## src/rtl/apb_regfile_pkg.sv

```systemverilog
// Shared types and constants for the APB register-file completer.
// Contents:
//   apb_state_e  - completer FSM states (IDLE, ACCESS)
//   apb_xfer_t   - transfer fields captured in the setup phase
//   ID_OFFSET    - byte offset of the read-only ID register
//   BYTE_LANES   - number of byte lanes in a 32-bit word (one PSTRB bit each)
//   BYTE_W       - width of one byte lane
//   err_cause_e  - reason a transfer was answered with PSLVERR (debug aid)
package apb_regfile_pkg;

  typedef enum logic {
    IDLE   = 1'b0,
    ACCESS = 1'b1
  } apb_state_e;

  typedef struct packed {
    logic [31:0] addr;
    logic        write;
    logic [3:0]  strb;
    logic [31:0] wdata;
    logic [2:0]  prot;
  } apb_xfer_t;

  localparam int ID_OFFSET  = 0;
  localparam int BYTE_LANES = 4;
  localparam int BYTE_W     = 8;

  typedef enum logic [2:0] {
    CAUSE_NONE = 3'd0,
    UNALIGNED  = 3'd1,
    RANGE      = 3'd2,
    RO         = 3'd3,
    PRIV       = 3'd4
  } err_cause_e;

endpackage

```

## src/rtl/apb_reg_bank.sv

```systemverilog
// Storage for the completer's 32-bit registers.
// Ports:
//   clk, rst_n - clock and asynchronous active-low reset (clears all storage)
//   we         - commit a write this cycle
//   widx       - register index being written
//   wstrb      - byte-lane enables for the write
//   wdata      - write data
//   ridx       - register index being read
//   rdata      - combinational read data; the ID index returns ID_VALUE
//   regs_flat  - all storage flattened, register i at [32i+31:32i]
module apb_reg_bank
  import apb_regfile_pkg::*;
#(
  parameter int          NUM_REGS = 16,
  parameter int          IDX_W    = 4,
  parameter logic [31:0] ID_VALUE = 32'hA5B0_0001
) (
  input  logic                    clk,
  input  logic                    rst_n,
  input  logic                    we,
  input  logic [IDX_W-1:0]        widx,
  input  logic [BYTE_LANES-1:0]   wstrb,
  input  logic [31:0]             wdata,
  input  logic [IDX_W-1:0]        ridx,
  output logic [31:0]             rdata,
  output logic [NUM_REGS*32-1:0]  regs_flat
);

  localparam logic [IDX_W-1:0] ID_IDX = IDX_W'(ID_OFFSET / BYTE_LANES);

  logic [31:0] regs_q [NUM_REGS];
  logic [31:0] regs_d [NUM_REGS];

  // Byte-lane merge. The ID slot is never written, so its storage stays at
  // zero and the ID value only appears on the read port.
  always_comb begin
    for (int i = 0; i < NUM_REGS; i++) begin
      regs_d[i] = regs_q[i];
    end
    if (we && (widx != ID_IDX)) begin
      for (int b = 0; b < BYTE_LANES; b++) begin
        if (wstrb[b]) begin
          regs_d[widx][BYTE_W*b +: BYTE_W] = wdata[BYTE_W*b +: BYTE_W];
        end
      end
    end
  end

  always_ff @(posedge clk or negedge rst_n) begin
    if (!rst_n) begin
      for (int i = 0; i < NUM_REGS; i++) begin
        regs_q[i] <= '0;
      end
    end else begin
      for (int i = 0; i < NUM_REGS; i++) begin
        regs_q[i] <= regs_d[i];
      end
    end
  end

  assign rdata = (ridx == ID_IDX) ? ID_VALUE : regs_q[ridx];

  for (genvar g = 0; g < NUM_REGS; g++) begin : g_flat
    assign regs_flat[32*g +: 32] = regs_q[g];
  end

endmodule

```

## src/rtl/apb_regfile_completer.sv

```systemverilog
// APB4 completer fronting a bank of 32-bit registers.
// Ports:
//   PCLK, PRESETn - clock and asynchronous active-low reset
//   PSEL, PENABLE - APB select / access-phase handshake from the bridge
//   PROT          - protection; bit 0 marks a privileged access
//   PWRITE, PSTRB, PADDR, PWDATA - transfer request
//   PRDATA        - read data, zero unless a successful read completes
//   PREADY        - transfer completes this cycle
//   PSLVERR       - error response, only ever high together with PREADY
//   reg_q         - flattened register storage, register i at [32i+31:32i]
//   proto_err     - sticky flag for APB handshake / stability violations
module apb_regfile_completer
  import apb_regfile_pkg::*;
#(
  parameter int                  NUM_REGS    = 16,
  parameter int                  ADDR_W      = 12,
  parameter int                  WAIT_STATES = 2,
  parameter logic [31:0]         ID_VALUE    = 32'hA5B0_0001,
  parameter logic [NUM_REGS-1:0] PRIV_MASK   = 16'h0002
) (
  input  logic                   PCLK,
  input  logic                   PRESETn,
  input  logic                   PSEL,
  input  logic                   PENABLE,
  input  logic [2:0]             PROT,
  input  logic                   PWRITE,
  input  logic [3:0]             PSTRB,
  input  logic [31:0]            PADDR,
  input  logic [31:0]            PWDATA,
  output logic [31:0]            PRDATA,
  output logic                   PREADY,
  output logic                   PSLVERR,
  output logic [NUM_REGS*32-1:0] reg_q,
  output logic                   proto_err
);

  localparam int                IDX_W     = $clog2(NUM_REGS);
  localparam logic [ADDR_W-1:0] RANGE_END = ADDR_W'(NUM_REGS * BYTE_LANES);
  localparam logic [IDX_W-1:0]  ID_IDX    = IDX_W'(ID_OFFSET / BYTE_LANES);
  localparam logic [3:0]        WAIT_LOAD = 4'(WAIT_STATES);

  apb_state_e  state_q, state_d;
  logic [3:0]  wcnt_q, wcnt_d;
  apb_xfer_t   xfer_q, xfer_d;
  logic        proto_err_q, proto_err_d;

  logic [ADDR_W-1:0] offset;
  logic [IDX_W-1:0]  reg_idx;
  err_cause_e        err_cause;
  logic              xfer_err;
  logic              bus_changed;
  logic              pready;
  logic              bank_we;
  logic [31:0]       bank_rdata;
  logic              unused_prot;

  // Only the low ADDR_W bits are decoded; the bridge has already qualified
  // PSEL with the upper address bits.
  assign offset      = xfer_q.addr[ADDR_W-1:0];
  assign reg_idx     = offset[2 +: IDX_W];
  assign unused_prot = ^xfer_q.prot[2:1];

  // Error decode on the captured copy, first matching cause wins.
  always_comb begin
    err_cause = CAUSE_NONE;
    if (offset[1:0] != 2'b00) begin
      err_cause = UNALIGNED;
    end else if (offset >= RANGE_END) begin
      err_cause = RANGE;
    end else if (xfer_q.write && (reg_idx == ID_IDX)) begin
      err_cause = RO;
    end else if (xfer_q.write && PRIV_MASK[reg_idx] && !xfer_q.prot[0]) begin
      err_cause = PRIV;
    end
  end

  assign xfer_err = (err_cause != CAUSE_NONE);

  // The requester must hold the transfer stable until PREADY; compare the
  // live bus against what was captured in the setup phase.
  assign bus_changed = (PADDR  != xfer_q.addr)  ||
                       (PWRITE != xfer_q.write) ||
                       (PSTRB  != xfer_q.strb)  ||
                       (PWDATA != xfer_q.wdata);

  assign pready = (state_q == ACCESS) && PSEL && PENABLE && (wcnt_q == 4'd0);

  // Next-state logic: setup capture, wait-state countdown, completion,
  // abort, and protocol-violation tracking.
  always_comb begin
    state_d     = state_q;
    wcnt_d      = wcnt_q;
    xfer_d      = xfer_q;
    proto_err_d = proto_err_q;
    case (state_q)
      IDLE: begin
        if (PSEL) begin
          if (!PENABLE) begin
            xfer_d.addr  = PADDR;
            xfer_d.write = PWRITE;
            xfer_d.strb  = PSTRB;
            xfer_d.wdata = PWDATA;
            xfer_d.prot  = PROT;
            wcnt_d       = WAIT_LOAD;
            state_d      = ACCESS;
          end else begin
            proto_err_d = 1'b1;
          end
        end
      end
      ACCESS: begin
        if (!PSEL) begin
          state_d     = IDLE;
          proto_err_d = 1'b1;
        end else begin
          if (bus_changed || !PENABLE) begin
            proto_err_d = 1'b1;
          end
          if (wcnt_q != 4'd0) begin
            wcnt_d = wcnt_q - 4'd1;
          end else if (PENABLE) begin
            state_d = IDLE;
          end
        end
      end
    endcase
  end

  // Aborting or resetting mid-transfer leaves no pending write behind because
  // the bank only commits on the completion cycle.
  always_ff @(posedge PCLK or negedge PRESETn) begin
    if (!PRESETn) begin
      state_q     <= IDLE;
      wcnt_q      <= '0;
      xfer_q      <= '0;
      proto_err_q <= 1'b0;
    end else begin
      state_q     <= state_d;
      wcnt_q      <= wcnt_d;
      xfer_q      <= xfer_d;
      proto_err_q <= proto_err_d;
    end
  end

  assign bank_we = pready && xfer_q.write && !xfer_err;

  apb_reg_bank #(
    .NUM_REGS (NUM_REGS),
    .IDX_W    (IDX_W),
    .ID_VALUE (ID_VALUE)
  ) u_bank (
    .clk       (PCLK),
    .rst_n     (PRESETn),
    .we        (bank_we),
    .widx      (reg_idx),
    .wstrb     (xfer_q.strb),
    .wdata     (xfer_q.wdata),
    .ridx      (reg_idx),
    .rdata     (bank_rdata),
    .regs_flat (reg_q)
  );

  assign PREADY    = pready;
  assign PSLVERR   = pready && xfer_err;
  assign PRDATA    = (pready && !xfer_q.write && !xfer_err) ? bank_rdata : 32'h0;
  assign proto_err = proto_err_q;

endmodule

```

## config.mk

```make
export PLATFORM = sky130hd
export DESIGN_NAME = apb_regfile_completer
export DESIGN_NICKNAME = d
export VERILOG_FILES = /design/src/rtl/apb_regfile_pkg.sv /design/src/rtl/apb_reg_bank.sv /design/src/rtl/apb_regfile_completer.sv
export SDC_FILE = /design/constraint.sdc
export NUM_CORES = 1
export LEC_CHECK = 0
export ABC_AREA = 1
export CAP_MARGIN = 20
export CORE_MARGIN = 2
export CORE_UTILIZATION = 25
export DETAILED_ROUTE_END_ITERATION = 10
export PLACE_DENSITY = 0.44
export SETUP_SLACK_MARGIN = 0.1
export SLEW_MARGIN = 10
export SYNTH_ARGS = -nofsm -noshare
export SYNTH_HDL_FRONTEND = slang
export SYNTH_SLANG_ARGS = --single-unit
```

## constraint.sdc

```tcl
create_clock -name PCLK -period 2.5 [get_ports PCLK]
set_clock_uncertainty 0.15 [all_clocks]
set_input_delay 0.5 -clock PCLK [delete_from_list [all_inputs] [get_ports PCLK]]
set_output_delay 0.5 -clock PCLK [all_outputs]
set_load 0.01 [all_outputs]
```

==> results of run 1 <==
==> worst max path at each step <==
stage	startpoint	endpoint	slack, ps	cells past startpoint
2_1_floorplan	offset[3]	PRDATA[18]	90	11
3_3_place_gp	PSEL	PRDATA[17]	-940	8
3_5_place_dp	PSEL	PRDATA[17]	-950	8
4_1_cts	offset[2]	PRDATA[29]	-900	12
5_1_grt	offset[2]	PRDATA[8]	-940	15
6_report	offset[2]	PRDATA[8]	-820	13
==> final cells by class <==
| class | instances | share of cell area [%] |
|---|---|---|
| flip-flops and latches | 588 | 33.9 |
| multi-input cells | 2204 | 28.4 |
| repair buffers | 1083 | 26.9 |
| clock buffers | 109 | 5.10 |
| well taps | 1403 | 4.05 |
| inverters | 139 | 1.23 |
| clock inverters | 19 | 0.410 |
| diodes | 4 | 0.0231 |
==> routing by layer <==
metal  global-route usage [%]  routed length [um]
met1                     35.5               65500
met2                     38.2               64000
met3                     4.98                8810
met4                     7.87                4770
met5                        0                  37
==> cell usage in the layout (no fill, tap or decap), drive strengths merged <==
cell type	n
a22oi	242
a21oi	17
clkdlybuf4s50	585
a31oi	17
o21ai	549
xor2	1
nand3	171
ha	1
nand2	1060
inv	139
clkinv	15
and2	1
bufinv	3
or2	3
xnor2	19
bufbuf	3
dlygate4sd2	1
diode	4
nand4	5
clkbuf	115
nor3	17
dlygate4sd3	1
nor2	101
buf	487
clkinvlp	1
dfrtp	588
==> what timing repair did <==
item | in CTS | in global routing
hold buffers | 1 | 0
gates resized for setup | 505 | 136
setup buffers | 56 | 15
pin swaps | 83 | 61
gates cloned | 33 | 18
hold endpoints to repair | 164 | 0
endpoints found under the setup margin | 479 | 550
==> worst reg2reg max path: cells and delay by family, from the launching register on <==
| family | cells | cell delay (ps) |
|---|---|---|
| DFF | 1 | 440 |
| buffers and inverters | 12 | 1530 |
| AOI/OAI and AO/OA | 2 | 110 |
| and+or+nand+nor | 7 | 520 |
==> power groups by stage <==
stage | logic, mW | registers, mW | clock network (mW)
3_5_place_dp | 5.45 | 10.2 | 0
4_1_cts | 7.16 | 10.1 | 11.0
6_report | 7.48 | 10.1 | 10.8
5_1_grt | 7.89 | 10.1 | 11.4
3_3_place_gp | 5.42 | 10.2 | 0
2_1_floorplan | 2.31 | 10.2 | 0
==> flip-flops by register name, summed over array words and instances, names as in the netlist <==
register	count
offset	12
proto_err	1
state_q	1
u_bank.regs_flat	512
wcnt_q	4
xfer_q	58
==> stage by stage <==
stage	setup slack, ps	std cells	cell area (sq um)	TNS (ps)
floorplan	93.2	3164	27000	0
global placement	-936	5296	37400	-155440
detailed placement	-948	5296	37400	-166380
CTS	-895	5512	42400	-64690
global route	-941	5546	43400	-193830
finish	-825	5549	43400	-120350
==> cells by family (layout without fill, tap and decap cells) <==
kind of cell / Yosys count / in the layout / share of synthesized area (%)
buffers and inverters: 393 / 1350 / 6.20
xor gates and xnor gates: 20 / 20 / 0.650
other: 0 / 4 / 0
adders and majority gates: 1 / 1 / 0.0464
DFF: 588 / 588 / 54.6
and+or+nand+nor: 1337 / 1358 / 20.8
AOI/OAI and AO/OA: 825 / 825 / 17.6
==> impl_metrics.json, run 1 <==
{
  "die_h_um": 332,
  "crit_path_end_kind": "output pin",
  "synth_edf_count": 0,
  "rows": 120,
  "critPathSlowestCell": "dfrtp_2",
  "synth_seq_cells": 588,
  "vias": 27200,
  "antenna_found_initial": 4,
  "grt_pass1_vias": 25800,
  "clk_latency_ps": 650,
  "vdd_drop_max_mv": 0.415,
  "drive_above_1_share_pct": 22.8,
  "reg2reg_to": "u_bank.regs_flat[424]",
  "netlist_top_cells_area": "dfrtp_1 (55%), nand2_1 (14%), a22oi_1 (6.7%), o21ai_0 (6.2%), o21ai_1 (4.0%)",
  "tightestPinTransition_ps": 863,
  "comb_power_share_pct": 26.4,
  "ys_seq_area_share_pct": 54.6,
  "gp_congestion": 0.852,
  "setup_viol": 474,
  "die_area_sq_um": 110000,
  "max_slew_margin_pct": 42.4,
  "cts_root_buffer": "clkbuf_16",
  "clock_sinks": 588,
  "required_ps": 1850,
  "cts_max_path_buffers": 3,
  "grt_start_max_net_pins": 121,
  "cp.arrival_ps": 2670,
  "hold-worst-slack_ps": 197,
  "portBuffers": 620,
  "cts_buffers": 75,
  "worstSetupStartpointType": "flip-flop",
  "grt_pass1_wl_um": 200000,
  "cpLargestDelayFamily": "buffers and inverters",
  "final_hold_viol_count": 0,
  "seqCellArea_sq_um": 14700,
  "ys_types": 33,
  "fmax_mhz": 301,
  "die_width_um": 332,
  "path_cells": "buf_6 -> inv_4 -> nor2_4 -> buf_6 -> buf_12 -> buf_16 -> a22oi_1 -> nand2_1 -> nand2_1 -> nand3_2 -> nor2_2 -> nor2_1 -> buf_2",
  "yosys_warnings": 0,
  "hold_class": "in2async",
  "clkTransAtPathRegs_ps": 60,
  "powerDensity_nw_per_um2": 654,
  "path_max_fanout": 20,
  "finalPower_mw": 28.4,
  "post-route-util_pct": 40.5,
  "p_seq_share_pct": 35.5,
  "drt_wl_total_um": 143000,
  "drv_cap": 0,
  "ys.flop_type": "dfrtp_1",
  "synth_common_cells": "nand2_1 (1,009), dfrtp_1 (588), o21ai_0 (334)",
  "syn_to_final_growth_pct": 60.9,
  "synth.top_cell.area_share_pct": 54.6,
  "fin_crit_sh_pct": 133,
  "critPathKind": "reg2out",
  "synthCells": 3164,
  "drv_slew": 0,
  "cts.htree.levels": 3,
  "initial_core_util_pct": 25.2,
  "syn_area_per_cell_sq_um": 8.52,
  "worst-path-buf-inv": 6,
  "r2r_slack_ps": -410,
  "globalRouteOverflowTotal": 0,
  "switching_share_pct": 32.7,
  "grtUsageTotal_pct": 25.0,
  "reg2reg_from": "offset[2]",
  "worst_slack_ps": -825,
  "nFillCells": 10700,
  "netlist_area_sq_um": 26900,
  "core_area_sq_um": 107000,
  "ff2ff_path_depth": 21,
  "status": "complete, but fails checks",
  "p_sw_mw": 9.28,
  "dr.pass1.iters": 6,
  "routed_via_density": 4.91,
  "antenna_left": 0,
  "intPower_mw": 19.1,
  "synth_most_common_cell": "nand2_1",
  "violations": "setup timing",
  "p_leak_nw": 18.8,
  "rsz0062_at_grt": "yes",
  "fin_crit_ps": 3320,
  "synth_area_leader_cell": "dfrtp_1",
  "clkPwrFrac_pct": 38.2,
  "multiInputGateArea_sq_um": 12300,
  "max_stage_delay_ps": 440,
  "tritoncts": "yes",
  "wire_per_inst_um": 25.8,
  "io_pins": 623,
  "dp_hpwl_um": 99600,
  "drc_errors": 0,
  "syn_nets": 3241,
  "postSynth.asyncResetShare_pct": 100,
  "drtIter0Drc": 2442,
  "final_nets": 4168
}
Note: power is estimated with default switching activity, not from simulation.
==> run 2, diff against run 1 <==
--- a/config.mk
+++ b/config.mk
@@ -9,6 +9,7 @@
 export CAP_MARGIN = 20
 export CORE_MARGIN = 2
 export CORE_UTILIZATION = 25
+export CTS_BUF_LIST = sky130_fd_sc_hd__clkbuf_4 sky130_fd_sc_hd__clkbuf_8 sky130_fd_sc_hd__clkbuf_16
 export DETAILED_ROUTE_END_ITERATION = 10
 export PLACE_DENSITY = 0.44
 export SETUP_SLACK_MARGIN = 0.1
==> impl_metrics.json, run 2 (synthesis gave the netlist of run 1 again) <==
{
  "cts_buffers": 75,
  "die_width_um": 332,
  "rsz0062_at_grt": "yes",
  "critPathKind": "reg2out",
  "cpMostUsedCell": "buf_12",
  "tritoncts": "yes",
  "globalRouteOverflowTotal": 0,
  "clk_latency_ps": 640,
  "dp_hpwl_um": 99600,
  "die_area_sq_um": 110000,
  "critPathSlowestCell": "dfrtp_2",
  "status": "complete, but fails checks",
  "initial_core_util_pct": 25.2,
  "cts.htree.levels": 3,
  "crit_path_end_kind": "output pin",
  "vdd_drop_max_mv": 0.419,
  "pre_cts_ws_ps": -948,
  "cp.arrival_ps": 2700,
  "rows": 120,
  "worst-path-buf-inv": 7,
  "fin_crit_sh_pct": 134,
  "drtIter0Drc": 2644,
  "drv_cap": 0,
  "max_stage_delay_ps": 440,
  "drive_above_1_share_pct": 24.8,
  "grtUsageTotal_pct": 25.5,
  "post-route-util_pct": 41.0,
  "path_cells": "buf_6 -> nor2_4 -> buf_12 -> buf_12 -> buf_16 -> a22oi_1 -> nand2_1 -> nand2_1 -> nand2_2 -> buf_12 -> inv_1 -> a31oi_4 -> buf_2",
  "wire_per_inst_um": 26.0,
  "clock_sinks": 588,
  "required_ps": 1850,
  "seqCellArea_sq_um": 14700,
  "grt_pass1_vias": 26400,
  "multiInputGateArea_sq_um": 12600,
  "mostFrequentLayoutCell": "nand2_1",
  "die_h_um": 332,
  "portBuffers": 620,
  "clkTransAtPathRegs_ps": 60,
  "grt_start_max_net_pins": 121,
  "setup_viol": 404,
  "r2r_slack_ps": -260,
  "worst_slack_ps": -850,
  "max_slew_margin_pct": 43.4,
  "cts_max_path_buffers": 3,
  "gp_congestion": 0.852,
  "fmax_mhz": 298,
  "grt_pass1_wl_um": 204000,
  "nFillCells": 10700,
  "drv_slew": 0,
  "tightestPinTransition_ps": 849,
  "path_max_fanout": 7,
  "cts_root_buffer": "clkbuf_16",
  "p_leak_nw": 19.0,
  "final_cell_mix": "nand2_1 (857), dfrtp_1 (585), clkdlybuf4s50_1 (584)",
  "routed_via_density": 4.95,
  "antenna_left": 0,
  "vias": 27500,
  "drc_errors": 0,
  "fin_crit_ps": 3350,
  "syn_to_final_growth_pct": 62.8,
  "cpLargestDelayFamily": "buffers and inverters",
  "final_nets": 4183,
  "powerDensity_nw_per_um2": 653,
  "hold_class": "in2async",
  "core_area_sq_um": 107000,
  "worstSetupStartpointType": "flip-flop",
  "dr.pass1.iters": 6,
  "finalPower_mw": 28.7,
  "largest_reg_flops": 512,
  "drt_wl_total_um": 145000,
  "io_pins": 623,
  "antenna_found_initial": 3,
  "violations": "setup timing",
  "final_hold_viol_count": 0
}
==> run 2: cell count changes in the layout (fill, tap and decap cells not counted), sizes merged <==
cell,change
nand2,+8
clkbuf,-4
diode,+1
buf,+11
dlygate4sd2,+1
clkdlybuf4s50,-1
==> run 2: path summary, 6_finish.rpt <==
check / to / cells after the start / startpoint
worst max register to register: u_bank.regs_flat[169] / 19 / offset[3]
max in group asynchronous: u_bank.regs_flat[17] / 3 / PRESETn
worst min-delay path: u_bank.regs_flat[364] / 2 / PRESETn
worst max-delay path: PRDATA[18] / 13 / offset[2]
worst min register to register: u_bank.regs_flat[21] / 0 / u_bank.regs_flat[21]
min in group PCLK: u_bank.regs_flat[21] / 0 / u_bank.regs_flat[21]
==> run 2: metal layers <==
layer	up-vias	routed length [um]	global-route usage [%]
met4	6	5240	8.71
li1	12600	-	-
met1	13700	65800	36.0
met3	207	9610	5.20
met5	-	37	0
met2	1055	64100	38.7
==> run 2: stage by stage <==
step	hold slack, ps	std cells	setup TNS (ps)	cell area, sq um
2_1_floorplan	54.4	3164	0	27000
3_3_place_gp	215	5296	-155440	37400
3_5_place_dp	214	5296	-166380	37400
4_1_cts	171	5542	-91540	43300
5_1_grt	188	5560	-139280	43900
6_report	205	5565	-77640	43900
==> run 2: area by class of cell <==
type | count | area share, %
clock buffers | 109 | 5.19
diodes | 5 | 0.0285
repair buffers | 1090 | 26.9
inverters | 139 | 1.22
clock inverters | 19 | 0.405
flip-flops and latches | 588 | 33.6
well taps | 1403 | 4.00
multi-input cells | 2212 | 28.7
==> run 2: where the power goes <==
part / leakage (nW) / switching, mW / total [mW] / internal, mW
logic: 9.67 / 4.69 / 7.56 / 2.86
clock network: 1.25 / 4.44 / 11.0 / 6.60
registers: 8.09 / 0.224 / 10.1 / 9.83
==> run 2: what timing repair did <==
item                                    4_1_cts  5_1_grt
buffers inserted                             65       16
pin swaps                                   107       74
hold buffers                                  1        0
resized for setup                           610      120
endpoints found under the setup margin      479      552
hold endpoints to repair                    164        0
cloned                                       53        6
